--- src/rtl/rocketcpu_bus_master_arbiter.sv ---
// Two-master Wishbone classic arbiter with a transaction watchdog.
//
// Master 0 (CPU) and master 1 (e.g. boot loader or DMA) share one slave bus. The arbiter grants
// them round-robin and holds each grant for a whole transaction. A slave that never acknowledges
// is cut off after TIMEOUT cycles. The master then gets an error-style ack with all-ones data, and
// the offending address is latched behind a sticky flag.
//
// Ports:
//   i_wb_clk, reset         clock, asynchronous active-high reset
//   i_m0_* / o_m0_*         master 0 request (adr/dat/sel/we/cyc) and response (rdt/ack)
//   i_m1_* / o_m1_*         master 1 request and response
//   o_s_* / i_s_*           shared slave bus request and response
//   i_clr_timeout           one-cycle pulse that clears o_timeout
//   o_timeout               sticky flag, set when a transaction was forced to terminate
//   o_timeout_adr           address of the most recent timed-out transaction
module rocketcpu_bus_master_arbiter #(
  parameter int unsigned TIMEOUT = 255,  // 0 disables the watchdog
  parameter int unsigned CNT_W   = 8     // 2**CNT_W must exceed TIMEOUT
) (
  input  logic        i_wb_clk,
  input  logic        reset,
  input  logic [31:0] i_m0_adr,
  input  logic [31:0] i_m0_dat,
  input  logic [3:0]  i_m0_sel,
  input  logic        i_m0_we,
  input  logic        i_m0_cyc,
  output logic [31:0] o_m0_rdt,
  output logic        o_m0_ack,
  input  logic [31:0] i_m1_adr,
  input  logic [31:0] i_m1_dat,
  input  logic [3:0]  i_m1_sel,
  input  logic        i_m1_we,
  input  logic        i_m1_cyc,
  output logic [31:0] o_m1_rdt,
  output logic        o_m1_ack,
  output logic [31:0] o_s_adr,
  output logic [31:0] o_s_dat,
  output logic [3:0]  o_s_sel,
  output logic        o_s_we,
  output logic        o_s_cyc,
  input  logic [31:0] i_s_rdt,
  input  logic        i_s_ack,
  input  logic        i_clr_timeout,
  output logic        o_timeout,
  output logic [31:0] o_timeout_adr
);

  typedef enum logic [1:0] {StIdle, StBusy, StTerm} state_e;

  // Last BUSY cycle before termination is the one where cnt reaches TIMEOUT-1.
  localparam int unsigned TermCntInt = (TIMEOUT == 0) ? 0 : TIMEOUT - 1;
  localparam logic [CNT_W-1:0] TermCnt = TermCntInt[CNT_W-1:0];
  localparam bit WdogEn = (TIMEOUT != 0);

  state_e           state_q, state_d;
  logic             grant_q, grant_d;
  logic             last_q, last_d;
  logic [CNT_W-1:0] cnt_q, cnt_d;
  logic             timeout_q, timeout_d;
  logic [31:0]      timeout_adr_q, timeout_adr_d;

  // Request of the currently granted master.
  logic [31:0] g_adr, g_dat;
  logic [3:0]  g_sel;
  logic        g_we, g_cyc;

  always_comb begin
    g_adr = grant_q ? i_m1_adr : i_m0_adr;
    g_dat = grant_q ? i_m1_dat : i_m0_dat;
    g_sel = grant_q ? i_m1_sel : i_m0_sel;
    g_we  = grant_q ? i_m1_we  : i_m0_we;
    g_cyc = grant_q ? i_m1_cyc : i_m0_cyc;
  end

  always_comb begin
    state_d       = state_q;
    grant_d       = grant_q;
    last_d        = last_q;
    cnt_d         = cnt_q;
    timeout_d     = timeout_q;
    timeout_adr_d = timeout_adr_q;

    o_s_adr  = '0;
    o_s_dat  = '0;
    o_s_sel  = '0;
    o_s_we   = 1'b0;
    o_s_cyc  = 1'b0;
    o_m0_ack = 1'b0;
    o_m0_rdt = '0;
    o_m1_ack = 1'b0;
    o_m1_rdt = '0;

    // A termination in the same cycle overrides this below.
    if (i_clr_timeout) timeout_d = 1'b0;

    unique case (state_q)
      StIdle: begin
        if (i_m0_cyc || i_m1_cyc) begin
          state_d = StBusy;
          cnt_d   = '0;
          if (i_m0_cyc && i_m1_cyc) grant_d = ~last_q;
          else                      grant_d = i_m1_cyc;
        end
      end

      StBusy: begin
        o_s_adr = g_adr;
        o_s_dat = g_dat;
        o_s_sel = g_sel;
        o_s_we  = g_we;
        o_s_cyc = g_cyc;
        if (grant_q) begin
          o_m1_ack = i_s_ack;
          o_m1_rdt = i_s_rdt;
        end else begin
          o_m0_ack = i_s_ack;
          o_m0_rdt = i_s_rdt;
        end

        if (i_s_ack || !g_cyc) begin
          // Completion or abort: either way the grant is released.
          last_d  = grant_q;
          cnt_d   = '0;
          state_d = StIdle;
        end else if (WdogEn && (cnt_q == TermCnt)) begin
          state_d = StTerm;
          cnt_d   = cnt_q + 1'b1;
        end else begin
          cnt_d = cnt_q + 1'b1;
        end
      end

      StTerm: begin
        // Slave bus stays idle; any late slave ack is dropped.
        if (grant_q) begin
          o_m1_ack = 1'b1;
          o_m1_rdt = 32'hFFFF_FFFF;
        end else begin
          o_m0_ack = 1'b1;
          o_m0_rdt = 32'hFFFF_FFFF;
        end
        timeout_d     = 1'b1;
        timeout_adr_d = g_adr;
        last_d        = grant_q;
        cnt_d         = '0;
        state_d       = StIdle;
      end

      default: state_d = StIdle;
    endcase
  end

  always_ff @(posedge i_wb_clk or posedge reset) begin
    if (reset) begin
      state_q       <= StIdle;
      grant_q       <= 1'b0;
      last_q        <= 1'b1;  // master 0 wins the first tie
      cnt_q         <= '0;
      timeout_q     <= 1'b0;
      timeout_adr_q <= '0;
    end else begin
      state_q       <= state_d;
      grant_q       <= grant_d;
      last_q        <= last_d;
      cnt_q         <= cnt_d;
      timeout_q     <= timeout_d;
      timeout_adr_q <= timeout_adr_d;
    end
  end

  assign o_timeout     = timeout_q;
  assign o_timeout_adr = timeout_adr_q;

endmodule

--- config.mk ---
export PLATFORM = sky130hd
export DESIGN_NAME = rocketcpu_bus_master_arbiter
export DESIGN_NICKNAME = d
export VERILOG_FILES = /design/src/rtl/rocketcpu_bus_master_arbiter.sv
export SDC_FILE = /design/constraint.sdc
export NUM_CORES = 1
export LEC_CHECK = 0
export ABC_CLOCK_PERIOD_IN_PS = 2350
export CAP_MARGIN = 15
export CORE_MARGIN = 2
export CORE_UTILIZATION = 23
export DETAILED_ROUTE_END_ITERATION = 12
export GPL_TIMING_DRIVEN = 0
export PLACE_DENSITY_LB_ADDON = 0.12
export REMOVE_ABC_BUFFERS = 1
export SYNTH_ARGS = -nofsm -noshare
export SYNTH_HDL_FRONTEND = slang
export SYNTH_SLANG_ARGS = --single-unit
--- constraint.sdc ---
create_clock -name i_wb_clk -period 2.35 [get_ports i_wb_clk]
set_input_delay 0.705 -clock i_wb_clk [delete_from_list [all_inputs] [get_ports i_wb_clk]]
set_output_delay 0.705 -clock i_wb_clk [all_outputs]
set_load 0.05 [all_outputs]
# Word-level counts from Yosys, hierarchy flattened
# Index checks and enable logic that the tools add are counted.
[op_classes]
addsub = 1
n_eq_ne = 6
mux = 34
bitwise_logic = 1
reduce_logical = 12
[op_table]
columns = ["cell", "n"]
rows = [
  ["$mux 32", 8],
  ["$pmux 32 s2", 2],
  ["$pmux 8 s3", 1],
  ["$mux 8", 2],
  ["$mux 1", 12],
  ["$add 8x1->8 const B", 1],
  ["$eq 8x8->1 const B", 1],
  ["$mux 4", 2],
  ["$reduce_and 2->1", 4],
  ["$mux 2", 3],
  ["$pmux 1 s2", 3],
  ["$ne 2x2->1 const B", 2],
  ["$pmux 2 s2", 1],
  ["$reduce_bool 2->1", 2],
  ["$ne 3x3->1 const B", 1],
  ["$reduce_bool 3->1", 1],
  ["$eq 2x1->1 const B", 1],
  ["$eq 2x2->1 const B", 1],
  ["$logic_not 2->1", 1],
  ["$logic_or 1x1->1", 2],
  ["$logic_and 1x1->1", 1],
  ["$logic_not 1->1", 1],
  ["$not 1->1", 1],
]
[word_totals]
ff_bits = 45
inputBits = 176
output_inout_bits = 169
word_cells = 60

# Longest topological paths before layout
# Gate-level depths: netlist of the first run.
[depth]
word_depth = 5
depth_mapped = 8
ltp_nobuf = 6

# Worst setup path before layout of the first run
# OpenSTA, ideal clock, no wires.
[synth_path]
kind = "flip-flop to output port"
from = "register state_q[1]"
to = "output o_m1_ack"
t_arrival_ns = 2.434
t_required_ns = 1.645
path_slack_ns = -0.789
stages_incl_launch_ff = 9
n_path_buf = 3
path_cell_list = "dfrtp_1 -> inv_1 -> ha_1 -> buf_2 -> and2_1 -> clkbuf_1 -> buf_2 -> nand2_1 -> a21boi_0"
[synth_between]
elab_chain_cells = 2
elab_cells_between_ends = 3
cone_classes = "eq/ne (2); mux (1)"
[synth_lines]
columns = ["item", "line_no", "source"]
rows = [
  ["from (decl)", "55", "state_e state_q, state_d;"],
  ["from (signal assigned)", "155", "state_q <= StIdle;"],
  ["from (signal assigned)", "162", "state_q <= state_d;"],
  ["$eq 2x2->1 / $eq 2x1->1 (equally long branches)", "96", "unique case (state_q)"],
  ["$pmux 1 s2 *", "96", ""],
  ["to (decl)", "35", "output logic o_m1_ack,"],
]
# Every way passes the cells marked *; elsewhere a longest branch is shown, timed or not.

# Final worst setup path of the first run
[layout_path]
from = "register grant_q"
to = "output o_m0_rdt[1]"
[layout_between]
elab_chain_cells = 2
elab_cells_between_ends = 3
cone_classes = "mux (3)"
[layout_lines]
columns = ["item", "line_no", "source"]
rows = [
  ["from (decl)", "56", "logic grant_q, grant_d;"],
  ["from (signal assigned)", "163", "grant_q <= grant_d;"],
  ["$mux 32 (on tied branches)", "135, 112", ""],
  ["$pmux 32 s2 *", "96", ""],
  ["to (decl)", "27", "output logic [31:0] o_m0_rdt,"],
]
# Marked as above.

==> results of run 1 <==
## layer usage
layer,vias up,GRT usage (%)
li1,2451,-
met1,2637,25.93
met2,256,38.80
met3,41,4.938
met4,0,8.449
met5,-,0
## area by class of cell
| cell class | instances | area (um2) | area share, % |
|---|---|---|---|
| inverters | 5 | 18.77 | 0.1903 |
| well taps | 220 | 275.3 | 2.792 |
| flip-flops and latches | 45 | 1131 | 11.47 |
| diodes | 2 | 5.005 | 0.05075 |
| multi-input cells | 402 | 3502 | 35.52 |
| repair buffers | 420 | 4756 | 48.23 |
| clock inverters | 1 | 30.03 | 0.3045 |
| clock buffers | 7 | 142.6 | 1.447 |
## cells in the mapped netlist, drive strengths merged, types with 2 or more instances
cell type,count
inv,5
mux2i,72
o21ai,9
a311oi,2
nor2,37
a21oi,36
ha,5
a21boi,66
nor2b,71
nand4,3
and2,2
nand2,75
buf,17
nand2b,4
dfrtp,44
clkbuf,29
## sequential cells by signal (all words and copies together) (netlist names)
name	flops
cnt_q	8
grant_q	1
last_q	1
o_timeout	1
o_timeout_adr	32
state_q	2
## cells by family (layout without fill, tap and decap cells)
group	after synthesis	count (layout)	share of synthesized area (%)
buf+inv	51	433	5.847
mux	73	73	18.90
fa+ha+maj	5	5	1.580
compound gates	119	119	19.91
simple gates	199	205	25.28
flops	45	45	28.48
other cells	0	2	0
## repair_timing
item                       in CTS  in global routing
setup endpoints to repair     136                136
gates cloned                    9                 21
pin swaps                      28                 40
buffers inserted               25                 22
gates resized for setup       916                418
## worst max-delay path: cells and delay by family, from the launching register on
family | cells | cell delay [ns]
AOI/OAI and AO/OA | 1 | 0.16
buffers and inverters | 4 | 0.74
DFF | 1 | 0.56
and+or+nand+nor | 2 | 0.19
## how the worst max path moves through the flow
stage / startpoint / endpoint / slack [ns] / cells past startpoint
after global routing: state_q[1]$_DFFE_PP0P_ / o_m0_rdt[1] / -0.36 / 9
after global placement: grant_q$_DFFE_PP0P_ / o_m0_rdt[6] / -4.80 / 4
after CTS: state_q[1]$_DFFE_PP0P_ / o_m0_rdt[11] / -0.27 / 10
final: grant_q$_DFFE_PP0P_ / o_m0_rdt[1] / -0.30 / 7
after detailed placement: state_q[1]$_DFFE_PP0P_ / o_m1_rdt[11] / -1.78 / 7
after floorplan: grant_q$_DFFE_PP0P_ / o_m1_ack / -3.32 / 2
## through the flow
step / setup slack, ns / setup TNS (ns)
4_1_cts: -0.2686 / -19.16
3_5_place_dp: -1.777 / -149.90
2_1_floorplan: -3.323 / -361.49
5_1_grt: -0.3577 / -25.54
3_3_place_gp: -4.805 / -607.02
6_report: -0.2969 / -18.14
## power breakdown
group | internal, mW | switching [mW]
Combinational | 4.78 | 5.64
Clock | 0.532 | 0.298
Sequential | 0.823 | 0.0656
==> results.md, run 1 <==
* Final ANT Viol Nets at 0
* Worst reg-to-reg setup slack at 0.15 ns
* P_leak at 4.302 nW
* CTS Hold Bufs at 0
* Metal-1 WL at 9598 um
* Top post-synthesis cells by area: dfrtp_1 (28%), mux2i_1 (18%), nor2b_1 (11%), a21boi_0 (9.9%), nand2_1 (7.1%)
* Final Critical Period at 2.647 ns
* Most common cell after layout, fill and taps aside: clkdlybuf4s50_1
* Post-DR wirelength/cell at 22.47 um
* Residual DRC count at 0
* GP Congestion at 0.9142
* Core Footprint at 0.01670 mm2
* Die height at 135.2 um
* Post-route insts no fill at 1102
* Via Count at 5385
* Final worst path period share at 112.6%
* CTS tree: built
* Slew margin rel. at 58.85%
* Endpoint class of the critical path: output pin
* EDFF count, synth at 0
* Crit Path Class: reg -> out
* Critical-path top delay cell: dfrtp_4
* RSZ-0062 raised after global routing: yes
* # placed instances at 1016
* Crit path arrival time at 1.94 ns
* Final setup viols at 128
* Hold-critical path endpoint: cnt_q[4]$_DFFE_PP0P_
* Yosys top cell area share at 27.81%
* Fraction of registers with async set/reset at 100.0%
* DR WL met2 at 12570 um
* Hold path depth at 1
* Clock Path Buffers at 2
* Die width at 135.2 um
* Yosys cell types at 39
* Clock sink count at 45
* Avg Vias per Cell at 4.887
* RR Startpoint: state_q[1]$_DFFE_PP0P_
* Later-pin clock latency in the skew report at 0.29 ns
* Hold Fails Final Rpt at 0
* Share of cells above drive strength 1 at 45.00%
* Drt total wl at 24760 um
* Maximum number of pins on one net before global-route repair at 51
* Utilization after layout at 59.04%
* Fillers at 1393
* Final #Nets at 1060
* Total power at 12.14 mW
* Hold WC Path Type: reg -> reg
* Syn_area_per_cell at 8.046 um2
* Hold Crit Start: cnt_q[4]$_DFFE_PP0P_
* Root Driver: clkbuf_16
* Min Hold Slack at 0.4741 ns
* Pwr/cell area at 1231 mW/mm2
* Row Count at 47
* Max H-tree Level at 2
* Total grt overflow at 0
* Synth-to-layout area growth at 149.1%
* Max FO, Critical Path at 14
* Critical Path RT at 1.64 ns
* DR top layer: met4
* Worst Tran Pin Value at 0.6154 ns
* Input/output buffers at 344
* Critical path, cell by cell: buf_16 -> nor2b_4 -> buf_12 -> clkbuf_16 -> nand2_2 -> a21boi_1 -> buf_4
* First-pass GRT wire length at 30520 um
* Top-Level Pins at 345
* Max frequency at 377.8 MHz
* Clk slew on worst S/H paths at 0.06 ns
* Slew Limit Fails at 0
* Initial Util at 23.70%
* Iteration-0 DRC Markers at 248
* Slowest stage delay, CP at 0.56 ns
* Area after DPL at 0.007606 mm2
* Post-Syn Instances at 492
* Worst R2R End: cnt_q[5]$_DFFE_PP0P_
* Failing checks: negative setup slack
* Outcome: complete, but fails checks
* Number of global-route vias before repair at 4847
* Synth Flop Type: dfrtp_1
* Clk_skew at 0.004572 ns
* Total Routing Usage GR at 21.97%
* Antenna violations before repair at 2
* Crit start category: flop
* Most frequent cells in the layout: clkdlybuf4s50_1 (203), buf_6 (111), mux2i_1 (60)
* Seq/Total Area, Yosys at 28.48%
* Drt pass-1 iters at 5
* Full die area at 0.01828 mm2
* Post-synth top area cell: dfrtp_1
* Final worst setup slack at -0.2969 ns
* Dpl hpwl at 14710 um
* YS warnings at 0
* Maximum vdd drop at 0.6689 mV
* Mapped Area at 0.003959 mm2
* CTS buffer count at 5
* Metal3 WL at 1826 um
* Final instance area at 0.009861 mm2
* Yosys reg bits at 45
* MaxCap Viol Count at 0
* R2R depth at 10
No activity file was read; power rests on OpenSTA's default activity.
==> run 2: changes to the inputs <==
--- a/config.mk
+++ b/config.mk
@@ -7,6 +7,7 @@
 export LEC_CHECK = 0
 export ABC_CLOCK_PERIOD_IN_PS = 2350
 export CAP_MARGIN = 15
+export CORE_ASPECT_RATIO = 1.2
 export CORE_MARGIN = 2
 export CORE_UTILIZATION = 23
 export DETAILED_ROUTE_END_ITERATION = 12
==> results.md, run 2 (synthesized netlist as in run 1, its figures left out) <==
* Outcome: complete, but fails checks (unchanged)
* Failing checks: negative setup slack (unchanged)
* Clock Power Share at 7.0% (was 6.8%)
* Worst Setup SP: grant_q$_DFFE_PP0P_ (unchanged)
* Initial Util at 23.49% (was 23.70%)
* Residual DRC count at 0 (unchanged)
* Antenna violations before repair at 0 (was 2)
* Worst Tran Pin Value at 0.6562 ns (was 0.6154 ns)
* Iteration-0 DRC Markers at 145 (was 248)
* Combinational Power Share at 85.5% (was 85.8%)
* Max frequency at 381.3 MHz (was 377.8 MHz)
* Crit Path Class: reg -> out (unchanged)
* Final Critical Period at 2.622 ns (was 2.647 ns)
* Hold WC Path Type: reg -> reg (unchanged)
* Total power at 11.90 mW (was 12.14 mW)
* Row Count at 52 (was 47)
* Maximum number of pins on one net before global-route repair at 60 (was 51)
* GP Congestion at 0.8528 (was 0.9142)
* Crit start category: flop (unchanged)
* Later-pin clock latency in the skew report at 0.29 ns (about the same)
* Clock Path Buffers at 2 (unchanged)
* Full die area at 0.01828 mm2 (about the same)
* CTS buffer count at 5 (unchanged)
* Most frequent cells in the layout: clkdlybuf4s50_1 (202), buf_6 (126), a21boi_2 (48) (was clkdlybuf4s50_1 (203), buf_6 (111), mux2i_1 (60))
* Max H-tree Level at 2 (unchanged)
* Final setup viols at 100 (was 128)
* Most common cell after layout, fill and taps aside: clkdlybuf4s50_1 (unchanged)
* Clk slew on worst S/H paths at 0.06 ns (about the same)
* Drt pass-1 iters at 4 (was 5)
* Min Hold Slack at 0.4736 ns (was 0.4741 ns)
* Total grt overflow at 0 (unchanged)
* RSZ-0062 raised after global routing: yes (unchanged)
* Max FO, Critical Path at 13 (was 14)
* Final worst path period share at 111.6% (was 112.6%)
* P_int at 6.087 mW (was 6.137 mW)
* Synth-to-layout area growth at 147.1% (was 149.1%)
* Via Count at 5210 (was 5385)
* Maximum vdd drop at 0.7153 mV (was 0.6689 mV)
* Dpl hpwl at 13740 um (was 14710 um)
* Top-Level Pins at 345 (unchanged)
* Final ANT Viol Nets at 0 (unchanged)
* Core Footprint at 0.01685 mm2 (was 0.01670 mm2)
* Psw at 5.812 mW (was 6.001 mW)
* Clock sink count at 45 (unchanged)
* First-pass GRT wire length at 28240 um (was 30520 um)
* Avg Vias per Cell at 4.736 (was 4.887)
* CTS tree: built (unchanged)
* RR Startpoint: grant_q$_DFFE_PP0P_ (was state_q[1]$_DFFE_PP0P_)
* Share of cells above drive strength 1 at 44.91% (was 45.00%)
* Crit path arrival time at 1.92 ns (was 1.94 ns)
* Root Driver: clkbuf_16 (unchanged)
* Drt total wl at 22120 um (was 24760 um)
* N_diodes at 0 (was 2)
* Clk_skew at 0.005671 ns (was 0.004572 ns)
* Total Routing Usage GR at 20.44% (was 21.97%)
* MaxCap Viol Count at 0 (unchanged)
* Hold Fails Final Rpt at 0 (unchanged)
* Seq pwr share at 7.5% (was 7.3%)
* Post-DR wirelength/cell at 20.11 um (was 22.47 um)
* Slew Limit Fails at 0 (unchanged)
* Final #Nets at 1064 (was 1060)
* Endpoint class of the critical path: output pin (unchanged)
* Critical Path RT at 1.64 ns (about the same)
* Slew margin rel. at 56.12% (was 58.85%)
* Pwr/cell area at 1216 mW/mm2 (was 1231 mW/mm2)
* Die height at 147.7 um (was 135.2 um)
* P_leak at 4.138 nW (was 4.302 nW)
* Die width at 123.8 um (was 135.2 um)
* Final worst setup slack at -0.2724 ns (was -0.2969 ns)
* Max reg flops at 32 (unchanged)
* Number of global-route vias before repair at 4705 (was 4847)
* Hold Crit Start: cnt_q[4]$_DFFE_PP0P_ (unchanged)
* Input/output buffers at 344 (unchanged)
* Sw frac at 48.84% (was 49.44%)
-- run 2: worst paths after layout --
check | to | slack [ns] | cells after the start
worst max-delay path | o_m0_rdt[21] | -0.27 | 7
worst min-delay path | cnt_q[4]$_DFFE_PP0P_ | 0.47 | 1
worst max register to register | cnt_q[6]$_DFFE_PP0P_ | 0.34 | 7
worst min register to register | cnt_q[4]$_DFFE_PP0P_ | 0.47 | 1
max in group asynchronous | last_q$_DFFE_PP1P_ | 1.20 | 3
min in group asynchronous | o_timeout_adr[26]$_DFFE_PP0P_ | 0.64 | 2
-- run 2: power groups by stage --
stage | registers (mW) | logic (mW) | clock network, mW
finish | 0.894 | 10.2 | 0.833
global route | 0.901 | 10.5 | 0.874
CTS | 0.893 | 7.51 | 0.850
detailed placement | 0.966 | 6.77 | 0
global placement | 1.09 | 6.11 | 0
floorplan | 1.09 | 4.42 | 0
-- run 2: stage by stage --
| stage | area (um2) | setup slack (ns) | util (%) | cells | setup TNS [ns] |
|---|---|---|---|---|---|
| after floorplan | 3746 | -3.323 | - | 446 | -361.49 |
| after global placement | 7460 | -4.664 | 44.27 | 1006 | -587.92 |
| after detailed placement | 7601 | -1.771 | 45.11 | 1012 | -143.84 |
| after CTS | 7965 | -0.2789 | 47.27 | 1042 | -23.46 |
| after global routing | 9783 | -0.3307 | 58.06 | 1100 | -21.36 |
| final | 9783 | -0.2724 | 58.06 | 1100 | -15.25 |
-- run 2: worst max-delay path: stages (launching register included) --
cell and delay, ns:
dfrtp_4 0.57, buf_16 0.20, nor2b_4 0.14, buf_12 0.15, clkbuf_16 0.16, nand2_2 0.06
a21boi_2 0.15, buf_6 0.18
-- run 2: layer usage --
metal  GRT usage (%)  vias up  wire (um)
met1           22.54     2486       7938
met3           5.093       34       1808
met5               0        -          0
met2           37.88      233      11730
met4           6.080        0        637
li1                -     2457          -
-- run 2: timing repair --
action / 4_1_cts / 5_1_grt
setup endpoints to repair: 136 / 136
pin swaps: 13 / 74
hold buffers: 0 / 0
gates cloned: 8 / 15
buffers inserted: 15 / 44
resized for setup: 807 / 515
-- run 2: layout make-up --
cell class	instances	area [um2]
inverters	5	18.77
clock buffers	6	138.9
multi-input cells	403	3465
repair buffers	423	4722
clock inverters	2	37.54
fillers	1445	7068
well taps	216	270.3
flip-flops and latches	45	1131
==> run 3: changes to the inputs <==
--- a/config.mk
+++ b/config.mk
@@ -7,10 +7,9 @@
 export LEC_CHECK = 0
 export ABC_CLOCK_PERIOD_IN_PS = 2350
 export CAP_MARGIN = 15
-export CORE_ASPECT_RATIO = 1.2
-export CORE_MARGIN = 2
-export CORE_UTILIZATION = 23
+export CORE_AREA = 2 2 132 134
 export DETAILED_ROUTE_END_ITERATION = 12
+export DIE_AREA = 0 0 134 136
 export GPL_TIMING_DRIVEN = 0
 export PLACE_DENSITY_LB_ADDON = 0.12
 export REMOVE_ABC_BUFFERS = 1
==> results.md, run 3 (synthesized netlist as in run 1, its figures left out) <==
* CTS tree: built (unchanged)
* Avg Vias per Cell at 4.776 (was 4.736)
* Critical Path RT at 1.64 ns (about the same)
* Die height at 136 um (was 147.7 um)
* Sw frac at 49.95% (was 48.84%)
* Max H-tree Level at 2 (unchanged)
* Final Critical Period at 2.542 ns (was 2.622 ns)
* Endpoint class of the critical path: output pin (unchanged)
* Post-DR wirelength/cell at 22.43 um (was 20.11 um)
* Final instance area at 0.009634 mm2 (was 0.009783 mm2)
* Fillers at 1434 (was 1445)
* Most common cell after layout, fill and taps aside: clkdlybuf4s50_1 (unchanged)
* Setup WS pre-CTS at -1.945 ns (was -1.771 ns)
* CTS Hold Bufs at 0 (unchanged)
* Maximum number of pins on one net before global-route repair at 37 (was 60)
* Number of global-route vias before repair at 5043 (was 4705)
* Utilization after layout at 57.09% (was 58.06%)
* Clk_skew at 0.004550 ns (was 0.005671 ns)
* RSZ-0062 raised after global routing: yes (unchanged)
* Register area at 0.001131 mm2 (unchanged)
* Input/output buffers at 344 (unchanged)
* Pwr/cell area at 1228 mW/mm2 (was 1216 mW/mm2)
* Combinational Power Share at 86.5% (was 85.5%)
* Area after DPL at 0.007612 mm2 (was 0.007601 mm2)
* Seq pwr share at 7.4% (was 7.5%)
* First-pass GRT wire length at 31980 um (was 28240 um)
* Share of cells above drive strength 1 at 40.61% (was 44.91%)
* Maximum vdd drop at 0.5739 mV (was 0.7153 mV)
* Core Footprint at 0.01688 mm2 (was 0.01685 mm2)
* Max FO, Critical Path at 8 (was 13)
* CTS buffer count at 5 (unchanged)
* Total power at 11.83 mW (was 11.90 mW)
* Clock Power Share at 6.1% (was 7.0%)
* Full die area at 0.01822 mm2 (was 0.01828 mm2)
* Failing checks: negative setup slack (unchanged)
* Most frequent cells in the layout: clkdlybuf4s50_1 (204), buf_6 (127), nand2_1 (57) (was clkdlybuf4s50_1 (202), buf_6 (126), a21boi_2 (48))
* Hold WC Path Type: reg -> reg (unchanged)
* Multi-input gate area at 0.003306 mm2 (was 0.003465 mm2)
* Slew Limit Fails at 0 (unchanged)
* Antenna violations before repair at 2 (was 0)
* Total Routing Usage GR at 23.31% (was 20.44%)
* Drt total wl at 24920 um (was 22120 um)
* Hold Fails Final Rpt at 0 (unchanged)
* Clk slew on worst S/H paths at 0.06 ns (about the same)
* P_leak at 4.099 nW (was 4.138 nW)
* MaxCap Viol Count at 0 (unchanged)
* Crit start category: flop (unchanged)
* Synth-to-layout area growth at 143.4% (was 147.1%)
* # placed instances at 1021 (was 1012)
* P_int at 5.920 mW (was 6.087 mW)
* Final #Nets at 1064 (unchanged)
* Final ANT Viol Nets at 0 (unchanged)
* Final worst setup slack at -0.1923 ns (was -0.2724 ns)
* Top-Level Pins at 345 (unchanged)
* Clock Path Buffers at 2 (unchanged)
* Final setup viols at 128 (was 100)
* Root Driver: clkbuf_16 (unchanged)
* Slew margin rel. at 56.20% (was 56.12%)
* Initial Util at 23.46% (was 23.49%)
* Residual DRC count at 0 (unchanged)
* Crit path arrival time at 1.84 ns (was 1.92 ns)
* Post-route insts no fill at 1111 (was 1100)
* Final worst path period share at 108.2% (was 111.6%)
* Max frequency at 393.3 MHz (was 381.3 MHz)
* Row Count at 48 (was 52)
* Psw at 5.909 mW (was 5.812 mW)
* GP Congestion at 0.9235 (was 0.8528)
* Drt pass-1 iters at 5 (was 4)
* Crit Path Class: reg -> out (unchanged)
* Via Count at 5306 (was 5210)
* Later-pin clock latency in the skew report at 0.28 ns (was 0.29 ns)
* Clock sink count at 45 (unchanged)
* Iteration-0 DRC Markers at 230 (was 145)
* Max reg flops at 32 (unchanged)
* Outcome: complete, but fails checks (unchanged)
* Die width at 134 um (was 123.8 um)
* Dpl hpwl at 15350 um (was 13740 um)
* Total grt overflow at 0 (unchanged)
* Worst Tran Pin Value at 0.6549 ns (was 0.6562 ns)
-- run 3: cell types whose count changed in the layout (fill, tap and decap cells not counted), sizes merged --
cell and change:
buf -4, bufbuf +2, bufinv -1, clkbuf +4, clkdlybuf4s50 +2, clkinvlp -1
diode +2, dlygate4sd2 +4, dlymetal6s2s -6
-- run 3: power by group through the flow --
stage	combinational (mW)	clock, mW	sequential, mW
final	10.2	0.717	0.874
after global routing	10.6	0.765	0.880
after CTS	7.73	0.723	0.861
after detailed placement	6.81	0	1.06
after global placement	6.21	0	1.09
after floorplan	4.42	0	1.09
-- run 3: layer usage --
metal,GRT usage [%],wire [um],vias up
li1,-,-,2462
met1,27.92,9746,2563
met2,39.43,12240,241
met3,7.196,2157,38
met4,7.742,700,2
met5,3.333,78,-
-- run 3: per-stage QoR --
step	hold slack [ns]	setup TNS, ns
2_1_floorplan	0.4303	-361.49
3_3_place_gp	0.4539	-593.40
3_5_place_dp	0.4694	-165.18
4_1_cts	0.4796	-19.08
5_1_grt	0.4976	-20.32
6_report	0.4785	-11.86
-- run 3: timing repair --
action	in CTS	in global routing
resized for setup	842	441
endpoints found under the setup margin	136	136
cloned	9	18
pin swaps	40	16
setup buffers	21	35
-- run 3: final cells by class --
type / instances / share of cell area (%)
Timing Repair Buffer: 423 / 49.26
Antenna cell: 2 / 0.05195
Sequential cell: 45 / 11.74
Clock buffer: 8 / 1.519
Tap cell: 225 / 2.922
Multi-Input combinational cell: 403 / 34.31
Inverter: 5 / 0.1948
-- run 3: worst paths after layout --
kind / from / to / slack [ns] / cells after the start
max in group asynchronous: reset / o_timeout_adr[4]$_DFFE_PP0P_ / 1.12 / 3
setup / recovery: state_q[1]$_DFFE_PP0P_ / o_m0_rdt[19] / -0.19 / 8
hold / removal: cnt_q[4]$_DFFE_PP0P_ / cnt_q[4]$_DFFE_PP0P_ / 0.48 / 1
hold reg to reg: cnt_q[4]$_DFFE_PP0P_ / cnt_q[4]$_DFFE_PP0P_ / 0.48 / 1
setup reg to reg: state_q[1]$_DFFE_PP0P_ / cnt_q[5]$_DFFE_PP0P_ / 0.31 / 9
min in group asynchronous: reset / o_timeout$_DFFE_PP0P_ / 0.73 / 2
-- run 3: critical path, stage by stage (launching register included) --
cell      delay (ns)
dfrtp_1         0.38
inv_2           0.08
ha_4            0.19
nor2b_4         0.24
buf_6           0.13
buf_12          0.11
nand2_1         0.05
a21boi_1        0.13
buf_4           0.22
